===== src/rtl/dmem_pkg.sv =====
// dmem_pkg: shared definitions for the data-memory access controller.
//   - funct3-style access size codes (SZ_*)
//   - controller FSM state encoding
//   - response owner encoding (which requester port a response belongs to)
package dmem_pkg;

    localparam logic [2:0] SZ_B  = 3'b000;
    localparam logic [2:0] SZ_H  = 3'b001;
    localparam logic [2:0] SZ_W  = 3'b010;
    localparam logic [2:0] SZ_BU = 3'b100;
    localparam logic [2:0] SZ_HU = 3'b101;

    typedef enum logic [1:0] {
        ST_IDLE    = 2'd0,
        ST_RD_WAIT = 2'd1,
        ST_RSP     = 2'd2
    } state_e;

    typedef enum logic {
        OWN_C = 1'b0,
        OWN_D = 1'b1
    } owner_e;

endpackage


===== src/rtl/dmem_lane_align.sv =====
// dmem_lane_align: combinational byte-lane steering for a 32-bit data RAM.
//   size      in  3   access size code (SZ_*)
//   is_store  in  1   1 = store; masks are forced to 0 for loads
//   byte_off  in  2   addr[1:0]
//   wdata     in  32  LSB-justified store data
//   rdata_raw in  32  raw RAM word
//   wmask     out 4   byte write enables (0 for loads)
//   wdata_rep out 32  store data replicated across lanes
//   rdata_ext out 32  load data shifted down and sign/zero extended
//   err       out 1   misaligned access, illegal size, or unsigned-size store
module dmem_lane_align
    import dmem_pkg::*;
(
    input  logic [2:0]  size,
    input  logic        is_store,
    input  logic [1:0]  byte_off,
    input  logic [31:0] wdata,
    input  logic [31:0] rdata_raw,
    output logic [3:0]  wmask,
    output logic [31:0] wdata_rep,
    output logic [31:0] rdata_ext,
    output logic        err
);

    logic [31:0] shifted;

    // Bring the addressed byte/half down to bit 0 before extending.
    assign shifted = rdata_raw >> {byte_off, 3'b000};

    always_comb begin
        wmask     = 4'b0000;
        wdata_rep = wdata;
        rdata_ext = 32'h0;
        err       = 1'b0;
        case (size)
            SZ_B: begin
                wmask     = 4'b0001 << byte_off;
                wdata_rep = {4{wdata[7:0]}};
                rdata_ext = {{24{shifted[7]}}, shifted[7:0]};
            end
            SZ_H: begin
                wmask     = byte_off[1] ? 4'b1100 : 4'b0011;
                wdata_rep = {2{wdata[15:0]}};
                rdata_ext = {{16{shifted[15]}}, shifted[15:0]};
                err       = byte_off[0];
            end
            SZ_W: begin
                wmask     = 4'b1111;
                rdata_ext = shifted;
                err       = |byte_off;
            end
            SZ_BU: begin
                rdata_ext = {24'h0, shifted[7:0]};
                err       = is_store;  // no unsigned store sizes
            end
            SZ_HU: begin
                rdata_ext = {16'h0, shifted[15:0]};
                err       = byte_off[0] | is_store;
            end
            default: err = 1'b1;
        endcase
        if (!is_store) wmask = 4'b0000;
    end

endmodule


===== src/rtl/dmem_access_ctrl.sv =====
// dmem_access_ctrl: arbitrates one synchronous-read data RAM between the core
// LSU (port C) and a DMA/debug master (port D). One request in flight at a time;
// each request gets exactly one response on the port that issued it.
//   clk, rst_n              clock, async active-low reset
//   c_req_* / d_req_*       request channel (valid/ready, we, addr, wdata, size)
//   c_rsp_* / d_rsp_*       response channel (valid/ready, rdata, err)
//   mem_en/wmask/addr/wdata RAM strobe, byte enables (0 = read), word index, data
//   mem_rdata               RAM read word, valid the cycle after a read strobe
module dmem_access_ctrl
    import dmem_pkg::*;
#(
    parameter int MEM_DEPTH  = 32,
    parameter int STARVE_MAX = 4
) (
    input  logic                         clk,
    input  logic                         rst_n,
    input  logic                         c_req_valid,
    output logic                         c_req_ready,
    input  logic                         c_req_we,
    input  logic [31:0]                  c_req_addr,
    input  logic [31:0]                  c_req_wdata,
    input  logic [2:0]                   c_req_size,
    output logic                         c_rsp_valid,
    input  logic                         c_rsp_ready,
    output logic [31:0]                  c_rsp_rdata,
    output logic                         c_rsp_err,
    input  logic                         d_req_valid,
    output logic                         d_req_ready,
    input  logic                         d_req_we,
    input  logic [31:0]                  d_req_addr,
    input  logic [31:0]                  d_req_wdata,
    input  logic [2:0]                   d_req_size,
    output logic                         d_rsp_valid,
    input  logic                         d_rsp_ready,
    output logic [31:0]                  d_rsp_rdata,
    output logic                         d_rsp_err,
    output logic                         mem_en,
    output logic [3:0]                   mem_wmask,
    output logic [$clog2(MEM_DEPTH)-1:0] mem_addr,
    output logic [31:0]                  mem_wdata,
    input  logic [31:0]                  mem_rdata
);

    localparam int AW = $clog2(MEM_DEPTH);
    localparam int SW = $clog2(STARVE_MAX + 1);

    state_e      state_q, state_d;
    owner_e      owner_q, owner_d;
    logic [SW-1:0] starve_q, starve_d;
    logic [31:0] rsp_rdata_q, rsp_rdata_d;
    logic        rsp_err_q, rsp_err_d;
    logic [2:0]  size_q, size_d;
    logic [1:0]  off_q, off_d;

    logic        idle, starved, grant_d, accept, acc_err, range_err, owner_rsp_ready;
    logic        sel_valid, req_we;
    logic [31:0] req_addr, req_wdata;
    logic [2:0]  req_size;
    logic [2:0]  al_size;
    logic [1:0]  al_off;
    logic        al_store, al_err;
    logic [3:0]  al_wmask;
    logic [31:0] al_wdata, al_rdata;
    logic        rsp_vld;

    assign idle    = (state_q == ST_IDLE);
    assign starved = (starve_q == SW'(STARVE_MAX));
    // D wins only when C has nothing to send or D has waited long enough.
    assign grant_d = d_req_valid & (~c_req_valid | starved);

    assign sel_valid = grant_d ? d_req_valid : c_req_valid;
    assign req_we    = grant_d ? d_req_we    : c_req_we;
    assign req_addr  = grant_d ? d_req_addr  : c_req_addr;
    assign req_wdata = grant_d ? d_req_wdata : c_req_wdata;
    assign req_size  = grant_d ? d_req_size  : c_req_size;

    // Ready and strobes are gated by rst_n so nothing leaks out while reset is held.
    assign c_req_ready = rst_n & idle & ~grant_d;
    assign d_req_ready = rst_n & idle & grant_d;
    assign accept      = rst_n & idle & sel_valid;

    assign range_err = (req_addr >= 32'(4 * MEM_DEPTH));

    // One aligner serves both phases: in IDLE it decodes the incoming request,
    // in RD_WAIT it extends the returning word using the latched size/offset.
    assign al_size  = idle ? req_size       : size_q;
    assign al_off   = idle ? req_addr[1:0]  : off_q;
    assign al_store = idle & req_we;

    dmem_lane_align u_align (
        .size      (al_size),
        .is_store  (al_store),
        .byte_off  (al_off),
        .wdata     (req_wdata),
        .rdata_raw (mem_rdata),
        .wmask     (al_wmask),
        .wdata_rep (al_wdata),
        .rdata_ext (al_rdata),
        .err       (al_err)
    );

    assign acc_err   = al_err | range_err;
    assign mem_en    = accept & ~acc_err;
    assign mem_wmask = mem_en ? al_wmask : 4'b0000;
    assign mem_addr  = req_addr[AW+1:2];
    assign mem_wdata = al_wdata;

    assign rsp_vld     = (state_q == ST_RSP);
    assign c_rsp_valid = rsp_vld & (owner_q == OWN_C);
    assign d_rsp_valid = rsp_vld & (owner_q == OWN_D);
    assign c_rsp_rdata = c_rsp_valid ? rsp_rdata_q : 32'h0;
    assign d_rsp_rdata = d_rsp_valid ? rsp_rdata_q : 32'h0;
    assign c_rsp_err   = c_rsp_valid & rsp_err_q;
    assign d_rsp_err   = d_rsp_valid & rsp_err_q;

    assign owner_rsp_ready = (owner_q == OWN_D) ? d_rsp_ready : c_rsp_ready;

    always_comb begin
        state_d     = state_q;
        owner_d     = owner_q;
        starve_d    = starve_q;
        rsp_rdata_d = rsp_rdata_q;
        rsp_err_d   = rsp_err_q;
        size_d      = size_q;
        off_d       = off_q;
        case (state_q)
            ST_IDLE: begin
                // D waiting while C is served counts toward its forced win.
                if (d_req_valid && !grant_d && !starved) starve_d = starve_q + SW'(1);
                if (accept) begin
                    owner_d     = grant_d ? OWN_D : OWN_C;
                    rsp_rdata_d = 32'h0;
                    rsp_err_d   = acc_err;
                    size_d      = req_size;
                    off_d       = req_addr[1:0];
                    if (grant_d) starve_d = '0;
                    state_d = (acc_err || req_we) ? ST_RSP : ST_RD_WAIT;
                end
            end
            ST_RD_WAIT: begin
                rsp_rdata_d = al_rdata;
                state_d     = ST_RSP;
            end
            ST_RSP: begin
                // Returning to IDLE (not accepting here) gives the dead cycle.
                if (owner_rsp_ready) state_d = ST_IDLE;
            end
            default: state_d = ST_IDLE;
        endcase
    end

    always_ff @(posedge clk or negedge rst_n) begin
        if (!rst_n) begin
            state_q     <= ST_IDLE;
            owner_q     <= OWN_C;
            starve_q    <= '0;
            rsp_rdata_q <= 32'h0;
            rsp_err_q   <= 1'b0;
            size_q      <= 3'b000;
            off_q       <= 2'b00;
        end else begin
            state_q     <= state_d;
            owner_q     <= owner_d;
            starve_q    <= starve_d;
            rsp_rdata_q <= rsp_rdata_d;
            rsp_err_q   <= rsp_err_d;
            size_q      <= size_d;
            off_q       <= off_d;
        end
    end

endmodule


===== config.mk =====
export PLATFORM = sky130hd
export DESIGN_NAME = dmem_access_ctrl
export DESIGN_NICKNAME = d
export VERILOG_FILES = /design/src/rtl/dmem_pkg.sv /design/src/rtl/dmem_lane_align.sv /design/src/rtl/dmem_access_ctrl.sv
export SDC_FILE = /design/constraint.sdc
export NUM_CORES = 1
export LEC_CHECK = 0
export BUFFER_PORTS_ARGS = -buffer_cell sky130_fd_sc_hd__buf_4
export CELL_PAD_IN_SITES_DETAIL_PLACEMENT = 1
export CELL_PAD_IN_SITES_GLOBAL_PLACEMENT = 1
export CORE_MARGIN = 2
export CORE_UTILIZATION = 31
export DETAILED_ROUTE_END_ITERATION = 16
export PLACE_DENSITY_LB_ADDON = 0.15
export SYNTH_ARGS = -nofsm -noshare
export SYNTH_HDL_FRONTEND = slang
export SYNTH_SLANG_ARGS = --single-unit

===== constraint.sdc =====
create_clock -name clk -period 7.1 [get_ports clk]
set_input_delay 0.355 -clock clk [delete_from_list [all_inputs] [get_ports clk]]
set_output_delay 0.355 -clock clk [all_outputs]
set_load 0.1 [all_outputs]

Yosys cells after proc, flatten, opt, wreduce, memory -nomap -nowiden
Index checks and enable logic that the tools add are counted.

Register bits: 44. Bits of input ports: 174. Output and inout port bits: 112. Word-level logic and storage cells: 77.

Add/sub/neg operators: 1. Order comparisons: 1. Equal/unequal tests: 9. Shift-type cells: 2. Mux-type cells: 27. Bitwise gates (word level): 18. Reduce and logical (&&, ||, !) cells: 12.

Operators by type and width (number): 2-to-1 mux 32 bit (5); one-hot mux 32 bit (5 select lines) (1); one-hot mux 32 bit (2 select lines) (2); >= comparator 32 x 8 -> 1 bit, second input constant (1); right shift 32 x 5 -> 32 bit (1); 2-to-1 mux 3 bit (5); 2-to-1 mux 4 bit (3); one-hot mux 4 bit (3 select lines) (1); bitwise AND 1 bit (11); equality test 3 bit, second input constant (3); 2-to-1 mux 2 bit (4); one-hot mux 2 bit (3 select lines) (1); AND reduction 2 bit (3); one-hot mux 1 bit (5 select lines) (1); 2-to-1 mux 1 bit (4); inverter 1 bit (4); left shift 1 x 2 -> 4 bit, first input constant (1); adder 3 x 1 -> 3 bit, second input constant (1); equality test 3 x 1 -> 1 bit, second input constant (1); equality test 3 x 2 -> 1 bit, second input constant (1); logical NOT 3 bit (1); bitwise OR 1 bit (3); equality test 2 x 1 -> 1 bit, second input constant (1); equality test 2 bit, second input constant (1); 8 further kinds (10).

Longest topological paths before layout
Word-level depth: 12. Depth in mapped cells: 11. Mapped depth without buffers: 8.

Hierarchy
From an unflattened synthesis, not the netlist that was laid out.

Cells, all modules: 552. Area, all modules: 4285.4 µm².

Modules (own cells, without submodules): dmem_access_ctrl (times used 1, cells an instance 364, area an instance 3014.1 µm², sequential area each 1101.1 µm²); dmem_lane_align (times used 1, cells an instance 188, area an instance 1271.2 µm², sequential area each 0.0 µm²).

Worst setup path after synthesis
Ideal clock, no wire load.

Path type: register to output. Start: register starve_q[0]. End: output port mem_wdata[24]. Arrival: 4.013 ns. Required time: 6.745 ns. Slack: 2.732 ns. Cell stages (with the launch flop): 10. Buffers on the path: 3. Path through: dfrtp_1 inv_1 ha_1 a21bo_1 buf_2 nand2_2 buf_2 clkbuf_1 mux2i_1 o21ai_0.

Cells in the longest elaborated chain, start to end: 7. Elaborated cells between the ends (all ways): 9. Those cells by class: eq/ne: 2; mux: 4; bitwise: 2; reduce/logical: 1.

RTL lines: start, declared (line dmem_access_ctrl.sv:49) `logic [SW-1:0] starve_q, starve_d;`; start signal, assigned (line dmem_access_ctrl.sv:164) `starve_q <= starve_d;`; equality test 3 bit * (line dmem_access_ctrl.sv:67) `assign starved = (starve_q == SW'(STARVE_MAX));`; bitwise OR 1 bit * (line dmem_access_ctrl.sv:69) `assign grant_d = d_req_valid & (~c_req_valid | starved);`; bitwise AND 1 bit * (line dmem_access_ctrl.sv:69); 2-to-1 mux 3 bit (line dmem_access_ctrl.sv:75) `assign req_size = grant_d ? d_req_size : c_req_size;`; 2-to-1 mux 3 bit (line dmem_access_ctrl.sv:86) `assign al_size = idle ? req_size : size_q;`; equality test 3 x 1 -> 1 bit / logical NOT 3 bit (equally long branches) (line dmem_lane_align.sv:35) `case (size)`; one-hot mux 32 bit (2 select lines) * (line dmem_lane_align.sv:35); end, declared (line dmem_access_ctrl.sv:40) `output logic [31:0] mem_wdata,`.

Every way passes the cells marked *; elsewhere a longest branch is shown, timed or not.

Worst setup path after layout
Start: register starve_q[0]. End: output port mem_wdata[10].

Same word-level chain as after synthesis.

==> reports/metrics.yaml <==
synthesis:
  yosysMostFrequentCell: "nand2_1"
  yosysTopAreaCellShare_pct: 26.08
  synth.distinct_cells: 65
  synthTopCellsByArea: "dfrtp_1 (26%), and2_1 (11%), mux2i_1 (9.7%)"
  syn_nets: 724
  mappedNetlistArea_um2: 4222
  async_reset_ff_share_pct: 100.0
  yosys_warnings: 0
  synth_ff_type: "dfrtp_1"
  synth.ff_latch_count: 44
  ys_seq_area_share_pct: 26.08
  synth_edf_count: 0
  syn_area_per_cell_um2: 7.704
  synthTopCellsByCount: "nand2_1 (89), and2_1 (72), dfrtp_1 (44)"
  synthCells: 548
  yosys.area.top_type: "dfrtp_1"
setup_path:
  worstSetupEndpointType: "output pin"
  rr_startpoint: "starve_q[0]"
  cp.required_ns: 6.74
  reg2reg_slack_ns: 3.50
  startpoint_type: "flop"
  reg2reg_to: "rsp_rdata_q[12]"
  crit_arrival_ns: 3.78
  critPathKind: "flop to output pin"
  cp_max_fo: 33
  reg2reg_depth: 8
clock_network:
  post-cts-setup-buffers: 0
  cts.sink_count: 44
  cts_tree: "done"
  holdBufCountCts: 0
  cts_max_path_buffers: 2
  clock_latency_ns: 0.29
  cts_resized: 0
  clkTransAtPathRegs_ns: 0.06
  cts_buffers: 5
  cts.htree.levels: 2
  clockRootBuffer: "clkbuf_16"
final_layout:
  diodes: 0
  fin_cells: 976
  drive_above_1_share_pct: 39.88
  final_util_pct: 49.38
  nets: 976
  area_growth_pct: 55.51
sta:
  drv_slew: 0
  rsz0062_at_grt: "no"
  worstMarginPinSlew_ns: 1.108
  period_minus_slack_ns: 4.138
  finalSetupViolCount: 0
  max_freq_mhz: 241.7
  layout_setup_ws_ns: 2.962
  fin_skew_ns: 0.008010
  max_slew_margin_pct: 26.07
  fin_crit_sh_pct: 58.28
  tns_ns: 0
  hold_viol_final: 0
floorplan:
  coreArea_um2: 13300
  die_h_um: 120.7
  rows: 42
  dieArea_um2: 14570
  die_w_um: 120.7
  start_util_pct: 31.75
  ios: 286
drt:
  ant_nets: 0
  avgViaCountPerCell: 5.332
  drc: 0
  wl_per_cell_um: 19.51
  via_count: 5204
  drt_iter0_drc: 310
  dr.pass1.iters: 4
  wl_mm: 19.04
global_route:
  grt_max_degree: 49
  grt_overflow: 0
  grt_antenna_before_repair: 0
  grt_pass1_wl_mm: 28.87
  grt_pass1_vias: 5438
  gr-usage-all-layers_pct: 25.17
pwr:
  irDropWorstVdd_mv: 0.3025
  p_leak_nw: 3.389
  power_density_nw_per_um2: 385.1
place:
  dp.cells: 969
  hpwl_mm: 15.54
  place_ws_ns: 3.279
  port_buffers: 285
  place_congestion: 0.9711
flow_run:
  maxCapViolCount: 0
worst_hold_path:
  hp-class: "input port to async pin"
status:
  outcome: "completed"
## per-stage QoR
step	area (um^2)	hold slack, ns	power (mW)
after floorplan	4222	0.05941	1.789
after global placement	6380	0.4156	2.197
after detailed placement	6380	0.4220	2.237
after CTS	6565	0.1152	2.537
after global routing	6565	0.1406	2.645
final	6565	0.08856	2.528
## worst max-delay path, stage by stage, from the launching register on
cell	delay, ns
dfrtp_1	0.39
inv_1	0.06
ha_1	0.26
a21bo_1	0.41
a2111oi_0	0.52
a211o_2	0.52
and2_1	0.72
mux2i_1	0.30
buf_4	0.32
## logic make-up (layout without fill, tap and decap cells)
logic type / Yosys count / in the layout / synth area share, %
AOI/OAI and AO/OA: 149 / 149 / 25.55
adders and majority gates: 2 / 2 / 0.5927
buffers and inverters: 61 / 313 / 7.202
DFF: 44 / 44 / 26.08
muxes: 43 / 43 / 10.25
and+or+nand+nor: 249 / 249 / 30.32
## where the power goes
| group | total, mW | switching [mW] | internal (mW) |
|---|---|---|---|
| Combinational | 1.91 | 1.46 | 0.457 |
| Sequential | 0.318 | 0.0402 | 0.278 |
| Clock | 0.296 | 0.0962 | 0.200 |
| Total | 2.53 | 1.59 | 0.935 |
## layout by cell type, fill, tap and decap left out, types with 10 or more instances in the layout
cell,n
inv_1,17
mux2i_1,41
and3_1,11
nor2_1,13
o21ai_0,30
buf_4,289
nand2_1,89
a22oi_1,10
o211ai_1,24
a21oi_1,25
nand3_1,21
and2_1,72
nor4_1,10
a31oi_1,11
dfrtp_1,44
## state kept, by name, summed over array words and instances (netlist names)
register / count
owner_q: 1
size_q: 3
starve_q: 3
rsp_err_q: 1
state_q: 2
rsp_rdata_q: 32
off_q: 2
## how the worst max path moves through the flow
stage                 from       endpoint  slack, ns  depth (start not counted)
3_3_place_gp   starve_q[0]   mem_wdata[9]       3.46                          8
6_report       starve_q[0]  mem_wdata[10]       2.96                          8
4_1_cts        starve_q[0]  mem_wdata[10]       2.97                          8
2_1_floorplan  starve_q[0]  mem_wdata[24]       2.73                          9
5_1_grt        starve_q[0]  mem_wdata[11]       2.80                          8
3_5_place_dp   starve_q[0]  mem_wdata[10]       3.28                          8
## metal layers
| layer | GRT usage [%] | vias up | wire, um |
|---|---|---|---|
| met5 | 0 | - | 0 |
| met4 | 11.34 | 0 | 844 |
| met3 | 4.811 | 50 | 1160 |
| met2 | 47.18 | 226 | 10000 |
| met1 | 27.14 | 2447 | 7034 |
| li1 | - | 2481 | - |
## cell type report
| class | count | area, um^2 |
|---|---|---|
| Inverter | 17 | 63.81 |
| Tap cell | 176 | 220.2 |
| Sequential cell | 44 | 1101 |
| Timing Repair Buffer | 289 | 2170 |
| Clock buffer | 5 | 125.1 |
| Multi-Input combinational cell | 443 | 2825 |
| Fill cell | 1628 | 6730 |
| Clock inverter | 2 | 60.06 |
(Power assumes the default switching activity.)
